**src/rtl/lane_queue_tracker_pkg.sv**
```systemverilog
// lane_queue_tracker_pkg: shared lane indices, emergency FSM encoding and default tuning values
package lane_queue_tracker_pkg;
  localparam int N1 = 7;
  localparam int N2 = 6;
  localparam int E1 = 5;
  localparam int E2 = 4;
  localparam int S1 = 3;
  localparam int S2 = 2;
  localparam int W1 = 1;
  localparam int W2 = 0;
  localparam int LANES_DEF = 8;
  localparam int CNT_W_DEF = 8;
  localparam int DRAIN_DIV_DEF = 4;
  localparam int EMG_TIMEOUT_DEF = 64;
  typedef enum logic [1:0] {
    ST_IDLE    = 2'd0,
    ST_ASSERT  = 2'd1,
    ST_SERVE   = 2'd2,
    ST_RELEASE = 2'd3
  } emg_state_t;
endpackage

```
**src/rtl/lane_queue_tracker_lane_counter.sv**
```systemverilog
// lane_counter: per-lane saturating vehicle count with green-time drain divider
module lane_counter
  import lane_queue_tracker_pkg::*;
#(
  parameter int CNT_W = CNT_W_DEF,
  parameter int DRAIN_DIV = DRAIN_DIV_DEF
) (
  input  logic             clk,
  input  logic             rst,
  input  logic             arrive,
  input  logic             green,
  output logic [CNT_W-1:0] count,
  output logic             ovf,
  output logic             isEmpty
);
  localparam int DW = (DRAIN_DIV > 1) ? $clog2(DRAIN_DIV) : 1;
  localparam logic [CNT_W-1:0] MAX = '1;
  logic [DW-1:0] div, div_next;
  logic [CNT_W-1:0] count_next;
  logic wrap, dep, ovf_next;
  // divider runs only on green; a departure needs a full wrap and a non-empty queue
  always_comb begin
    wrap = green && (div == DW'(DRAIN_DIV - 1));
    dep = wrap && (count != '0);
    div_next = (!green || wrap) ? '0 : div + DW'(1);
    count_next = (arrive && !dep) ? ((count == MAX) ? MAX : count + CNT_W'(1)) :
                 (dep && !arrive) ? count - CNT_W'(1) : count;
    ovf_next = ovf || (arrive && !dep && count == MAX);
  end
  // count, divider and sticky overflow registers
  always_ff @(posedge clk or negedge rst) begin
    if (!rst) begin
      div <= '0;
      count <= '0;
      ovf <= 1'b0;
    end else begin
      div <= div_next;
      count <= count_next;
      ovf <= ovf_next;
    end
  end
  assign isEmpty = (count == '0);
endmodule

```
**src/rtl/lane_queue_tracker.sv**
```systemverilog
// lane_queue_tracker: packs per-lane queue counts and drives the emergency request to the controller
module lane_queue_tracker
  import lane_queue_tracker_pkg::*;
#(
  parameter int LANES = LANES_DEF,
  parameter int CNT_W = CNT_W_DEF,
  parameter int DRAIN_DIV = DRAIN_DIV_DEF,
  parameter int EMG_TIMEOUT = EMG_TIMEOUT_DEF
) (
  input  logic                   clk,
  input  logic                   rst,
  input  logic [LANES-1:0]       arrive,
  input  logic [LANES-1:0]       lightIn,
  input  logic                   emgReq,
  input  logic [2:0]             emgLaneIn,
  output logic [LANES*CNT_W-1:0] lanes,
  output logic                   emgSignal,
  output logic [LANES-1:0]       emgLane,
  output logic [LANES-1:0]       ovf,
  output logic                   emgDropped
);
  localparam int TW = $clog2(EMG_TIMEOUT);
  logic [LANES-1:0] empty;
  emg_state_t state, state_next;
  logic [2:0] lat, lat_next;
  logic [TW-1:0] timer, timer_next;
  logic timeout, hold_next;
  for (genvar g = 0; g < LANES; g++) begin : g_lane
    lane_counter #(.CNT_W(CNT_W), .DRAIN_DIV(DRAIN_DIV)) u_cnt (
      .clk(clk),
      .rst(rst),
      .arrive(arrive[g]),
      .green(lightIn[g]),
      .count(lanes[g*CNT_W +: CNT_W]),
      .ovf(ovf[g]),
      .isEmpty(empty[g])
    );
  end
  // emergency next state: hold until served lane drains, or the hold timer expires
  always_comb begin
    state_next = state;
    lat_next = lat;
    timer_next = timer;
    timeout = (timer == TW'(EMG_TIMEOUT - 1));
    case (state)
      ST_IDLE: if (emgReq) begin
        state_next = ST_ASSERT;
        lat_next = emgLaneIn;
        timer_next = '0;
      end
      ST_ASSERT: begin
        timer_next = timer + TW'(1);
        state_next = timeout ? ST_RELEASE : lightIn[lat] ? ST_SERVE : ST_ASSERT;
      end
      ST_SERVE: begin
        timer_next = timer + TW'(1);
        state_next = (timeout || empty[lat]) ? ST_RELEASE : ST_SERVE;
      end
      default: state_next = ST_IDLE;
    endcase
    hold_next = (state_next == ST_ASSERT) || (state_next == ST_SERVE);
  end
  // FSM state plus registered request outputs derived from the next state
  always_ff @(posedge clk or negedge rst) begin
    if (!rst) begin
      state <= ST_IDLE;
      lat <= '0;
      timer <= '0;
      emgSignal <= 1'b0;
      emgLane <= '0;
      emgDropped <= 1'b0;
    end else begin
      state <= state_next;
      lat <= lat_next;
      timer <= timer_next;
      emgSignal <= hold_next;
      emgLane <= hold_next ? LANES'(1) << lat_next : '0;
      emgDropped <= emgReq && (state != ST_IDLE);
    end
  end
endmodule

```
**config.mk**
```make
export PLATFORM = sky130hd
export DESIGN_NAME = lane_queue_tracker
export DESIGN_NICKNAME = d
export VERILOG_FILES = /design/src/rtl/lane_queue_tracker_pkg.sv /design/src/rtl/lane_queue_tracker_lane_counter.sv /design/src/rtl/lane_queue_tracker.sv
export SDC_FILE = /design/constraint.sdc
export NUM_CORES = 1
export LEC_CHECK = 0
export BUFFER_PORTS_ARGS = -buffer_cell sky130_fd_sc_hd__buf_2
export CORE_UTILIZATION = 30
export CTS_CLUSTER_DIAMETER = 120
export DETAILED_ROUTE_END_ITERATION = 16
export PLACE_DENSITY = 0.48
export SLEW_MARGIN = 20
export SYNTH_ARGS = -nofsm -noshare
export SYNTH_HDL_FRONTEND = slang
export SYNTH_SLANG_ARGS = --single-unit
```
**constraint.sdc**
```tcl
create_clock -name clk -period 3.25 [get_ports clk]
set_input_delay 0.1625 -clock clk [delete_from_list [all_inputs] [get_ports clk]]
set_output_delay 0.1625 -clock clk [all_outputs]
set_load 0.01 [all_outputs]
```
# Yosys cells after proc, flatten, opt, wreduce, memory -nomap -nowiden

Index checks and enable logic that the tools add are counted.

Bits of input ports: 22
Word-level logic and storage cells: 237
Output and inout port bits: 82
Bits in registers: 109

Reductions and logical operators: 112
Mux-type cells: 46
$lt $le $gt $ge: 1
$add $sub $neg: 25
Shift operators: 1
Equality and inequality tests: 22

Operators by type and width:

| kind                                                                  | count |
|---|---|
| 8-bit two-way mux                                                     | 25 |
| 8-bit by 1-bit adder with 8-bit output (second input constant)        | 8 |
| 8-bit == test (second input constant)                                 | 8 |
| 8-bit logical NOT                                                     | 8 |
| 8-bit nonzero test                                                    | 8 |
| 8-bit by 1-bit subtractor with 8-bit output (second input constant)   | 8 |
| 1-bit logical AND                                                     | 41 |
| 1-bit logical NOT                                                     | 24 |
| 2-bit two-way mux                                                     | 11 |
| 2-bit == test (second input constant)                                 | 10 |
| 2-bit nonzero test                                                    | 10 |
| 1-bit logical OR                                                      | 18 |
| 2-bit by 1-bit adder with 2-bit output (second input constant)        | 8 |
| 6-bit case mux with 2 select lines                                    | 1 |
| 1-bit by 3-bit left shift with 8-bit output (first input constant)    | 1 |
| 6-bit by 1-bit adder with 6-bit output (second input constant)        | 1 |
| 1-bit binary-select mux with 3-bit select                             | 2 |
| 6-bit == test (second input constant)                                 | 1 |
| 3-bit two-way mux                                                     | 2 |
| 6-bit two-way mux                                                     | 1 |
| 2-bit case mux with 3 select lines                                    | 1 |
| 2-bit by 1-bit == test with 1-bit output (second input constant)      | 2 |
| 3-bit by 4-bit < comparator with 1-bit output (second input constant) | 1 |
| 1-bit two-way mux                                                     | 3 |
| other kinds (4)                                                       | 4 |

# Longest topological paths before layout

Word-level depth: 9
Gate-level depth with buffers: 13
Depth with buffers taken out: 12

# Modules after synthesis

From an unflattened synthesis, not the netlist that was laid out.

Cells, all modules: 788
Area, all modules: 7,221.9 µm²

By module, submodules not included:

| module                              | cells each | area an instance (µm²) | seq. area each (µm²) | instances |
|---|---|---|---|---|
| lane_counter at g_lane[0].u_cnt ... | 87         | 764.5                  | 275.3                | 7 |
| lane_queue_tracker                  | 100        | 1,141.1                | 525.5                | 1 |
| lane_counter at g_lane[5].u_cnt     | 79         | 729.4                  | 275.3                | 1 |

# Worst setup path before layout

Ideal clock, no wire load.

Path type: register to register
From: register g_lane[7].u_cnt.count[3]
To: register g_lane[7].u_cnt.count[4]
Buffers on the path: 2
Slack: 0.489 ns
Cell stages (with the launch flop): 11
Library setup time: 0.119 ns
Period minus slack after synthesis: 2.761 ns
Data required time: 3.131 ns
Arrival: 2.642 ns
Cell sequence: dfrtp_1 buf_6 or4_4 or4b_4 nand3_1 ha_1 clkbuf_1 nand4_1 a21oi_1 nand3_1 o21a_1

Longest elaborated chain between the ends: 5
Elaborated cells between the ends (all ways): 12
Those cells by class: add/sub: 2; eq/ne: 1; mux: 3; reduce/logical: 6

RTL lines:

| element                                                                                             | line                                  | RTL |
|---|---|---|
| start, declared                                                                                     | lane_queue_tracker_lane_counter.sv:12 | `output logic [CNT_W-1:0] count,` |
| start signal, assigned                                                                              | lane_queue_tracker_lane_counter.sv:38 | `count <= count_next;` |
| parallel branches: the longest is 5 deep, another holds 8-bit by 1-bit subtractor with 8-bit output | --                                    |  |

Parallel ways; which one is timed is not known. The select of a mux whose other input is x is not followed.
A chain may end at the register's enable or synchronous reset.

# Worst setup path in the final report

From: register g_lane[7].u_cnt.count[3]
To: register g_lane[7].u_cnt.count[3]

The elaborated chain is that of the path after synthesis.

==> flow_summary_export.csv <==
group,metric,value,unit
floorplan,die_area,23000,sq um
clocking,numCtsBuffers,9,
floorplan,rows,54,
logic_synthesis,netlist_area,6720,sq um
finish,fin_cells,1117,
flow_run,maxCapViolCount,0,
critical_path,setup.worst_path.start_class,"register",
power,swShare,0.433,
sta,whs,0.0725,ns
logic_synthesis,avgSynthCellArea,9.01,sq um
power,peakVddDrop,284,uV
power,power_switching,2.72,mW
finish,nNetsFinal,898,
floorplan,core,21900,sq um
sta,fmax,0.345,GHz
clocking,insertion_delay,0.35,ns
placed_design,gp_congestion,0.804,
power,clkPwrFrac,0.182,
routing,wirelength,16.7,mm
grt,antenna_found_initial,0,
logic_synthesis,syn_nets,812,
logic_synthesis,ys.flop_type,"dfrtp_1",
critical_path,cp.arrival,3.11,ns
finish,final_util,0.355,
placed_design,hpwl,12.1,mm
power,cellPowerDensity,809,nW/um^2
critical_path,cpMaxStageDelayCell,"or4_4",
logic_synthesis,yosys_register_bits,109,
critical_path,cp.required,3.46,ns
routing,via_per_inst,5.11,
routing,antenna_left,0,
finish,antennaDiodeCount,0,
logic_synthesis,synth_top_area_frac,0.406,
grt,grtUsageTotal,0.150,
routing,num_vias,5710,
logic_synthesis,synth_top_area_cell,"dfrtp_1",
critical_path,cp_max_fo,15,
finish,syn2layout_area_growth,15.6,%
critical_path,crit_chain,"or4_4, or4b_4, nand3_1, ha_1, nand2_1, nor4_1, a311oi_1",
logic_synthesis,synthArstFlopShare,1.00,
placed_design,placed_cells,1100,
clocking,cts_max_path_buffers,2,
floorplan,die_w,152,microns
critical_path,critPathKind,"reg2reg",
routing,routedWlPerCell,14.9,microns
clocking,cts_root_buffer,"clkbuf_16",
logic_synthesis,synth_edf_count,0,
floorplan,io_pins,104,
clocking,cts.sinks,109,
sta,setup_violations,0,
finish,fillers,2301,
sta,tightest_slew,0.587,ns
placed_design,place_ws,0.363,ns
sta,fin_tns_setup,0,ns
logic_synthesis,yosys-top-cells-area,"dfrtp_1 41%, ha_1 8.2%, a21oi_1 5.0%",
power,internal_power,3.57,mW
placed_design,dpl-instance-area,7450,sq um
power,combPwrFrac,0.398,
critical_path,worst_setup_path_end_kind,"register",
power,p_leak,3.55,nW
sta,rsz0062_at_grt,"no",
placed_design,port_buffers,103,
finish,drive_above_1_share,0.176,
floorplan,die_h,152,microns
logic_synthesis,synth_cell_types,64,
grt,grt_pass1_vias,5349,
clocking,cts_tree,"built",
sta,fin_crit,2.90,ns
sta,hold_viol_final,0,
logic_synthesis,ys_warn_count,0,
routing,drc,0,
clocking,htreeDepth,3,
grt,overflow,0,
routing,drtIter0Drc,203,
finish,stdcell_area,7770,sq um
clocking,path_clk_slew,0.07,ns
logic_synthesis,synthCells,746,
grt,grt_first_pass_wirelength,27.3,mm
logic_synthesis,synth_seq_area_share,0.406,
power,design_power_total,6.29,mW
logic_synthesis,synthMostInstantiatedCell,"dfrtp_1",
floorplan,start_util,0.307,
finish,seq_area,2730,sq um
logic_synthesis,synth_commonest_cells,"109 x dfrtp_1, 67 x a21oi_1, 67 x nor2_1, 53 x nand3_1, 46 x nand2_1",
power,power.share.sequential,0.420,
sta,finalCritPeriodShare,0.893,
sta,fin_worst_skew,0.0135,ns
finish,multiInputGateArea,3690,sq um
grt,grt_max_degree,42,
sta,final.setup.worst_slack,0.349,ns
hold_path,hp-class,"in2reg",
outcome,outcome,"complete, no violations",
sta,slew_headroom,0.605,
critical_path,max_stage_delay,0.60,ns
clocking,cts_setup_buffers,0,
routing,dr.pass1.iters,4,
sta,slew_viol_final,0,
## cells in the final DEF (no fill, tap or decap), types with 8 or more instances in the layout
| cell type | instances |
|---|---|
| nor2b_1 | 18 |
| o21a_1 | 16 |
| nand2b_1 | 14 |
| nor3b_1 | 12 |
| a21oi_1 | 67 |
| nand4_1 | 19 |
| o21ai_0 | 29 |
| o31ai_1 | 11 |
| dfrtp_1 | 109 |
| buf_2 | 102 |
| and3_1 | 20 |
| a31oi_1 | 19 |
| ha_1 | 44 |
| nor3_1 | 21 |
| clkbuf_16 | 9 |
| nand3_1 | 53 |
| and3b_1 | 8 |
| mux2i_1 | 22 |
| nor4_1 | 9 |
| nor2_1 | 67 |
| buf_4 | 9 |
| nand2_1 | 46 |
| inv_1 | 30 |
## worst max-delay path: cells and delay by family, from the launching register on
kind            cells  cell delay [ns]
compound gates      1             0.15
simple gates        5             1.66
fa+ha+maj           1             0.47
flops               1             0.48
## logic make-up after synthesis
group           Yosys count  synth area share
flops                   109             0.406
buf+inv                  67            0.0460
simple gates            314             0.249
mux                      29            0.0462
xor+xnor                  7           0.00912
fa+ha+maj                44            0.0819
compound gates          176             0.162
## registers in the layout (all words and copies together) (netlist names)
| name | count |
|---|---|
| state | 2 |
| g_lane.u_cnt.div | 16 |
| timer | 6 |
| emgDropped | 1 |
| g_lane.u_cnt.ovf | 8 |
| emgLane | 8 |
| g_lane.u_cnt.count | 64 |
| emgSignal | 1 |
| lat | 3 |
## worst paths after layout
path,startpoint,end,slack [ns],cells past startpoint
max in group asynchronous,rst,g_lane[1].u_cnt.count[6],2.00,3
hold reg to reg,g_lane[5].u_cnt.div[0],g_lane[5].u_cnt.div[0],0.44,1
min in group asynchronous,rst,g_lane[5].u_cnt.count[0],0.34,2
setup reg to reg,g_lane[7].u_cnt.count[3],g_lane[7].u_cnt.count[3],0.35,7
setup / recovery,g_lane[7].u_cnt.count[3],g_lane[7].u_cnt.count[3],0.35,7
hold / removal,emgLaneIn[0],lat[0],0.07,2
## power by group through the flow
| stage | logic, mW | registers [mW] | clock network (mW) |
|---|---|---|---|
| 3_3_place_gp | 2.53 | 2.66 | 0 |
| 6_report | 2.50 | 2.64 | 1.14 |
| 4_1_cts | 2.55 | 2.64 | 1.21 |
| 3_5_place_dp | 2.54 | 2.66 | 0 |
| 5_1_grt | 2.87 | 2.77 | 1.25 |
| 2_1_floorplan | 1.78 | 2.52 | 0 |
## metal layers
metal	global-route usage	share of wire
met1	0.211	0.50
met2	0.235	0.46
met3	0.0219	0.036
met4	0.0490	0.011
met5	0	0
## layout make-up
cell class,instances,share of cell area
Sequential cell,109,0.351
Clock inverter,7,0.00982
Inverter,30,0.0145
Clock buffer,9,0.0290
Timing Repair Buffer,112,0.0757
Multi-Input combinational cell,570,0.475
Tap cell,280,0.0451
## timing repair
| action | in CTS | in global routing |
|---|---|---|
| gates resized for setup | 0 | 1 |
| hold buffers | 1 | 0 |
| hold endpoints to repair | 39 | 0 |
| endpoints found under the setup margin | 0 | 2 |
(Power assumes the default switching activity.)
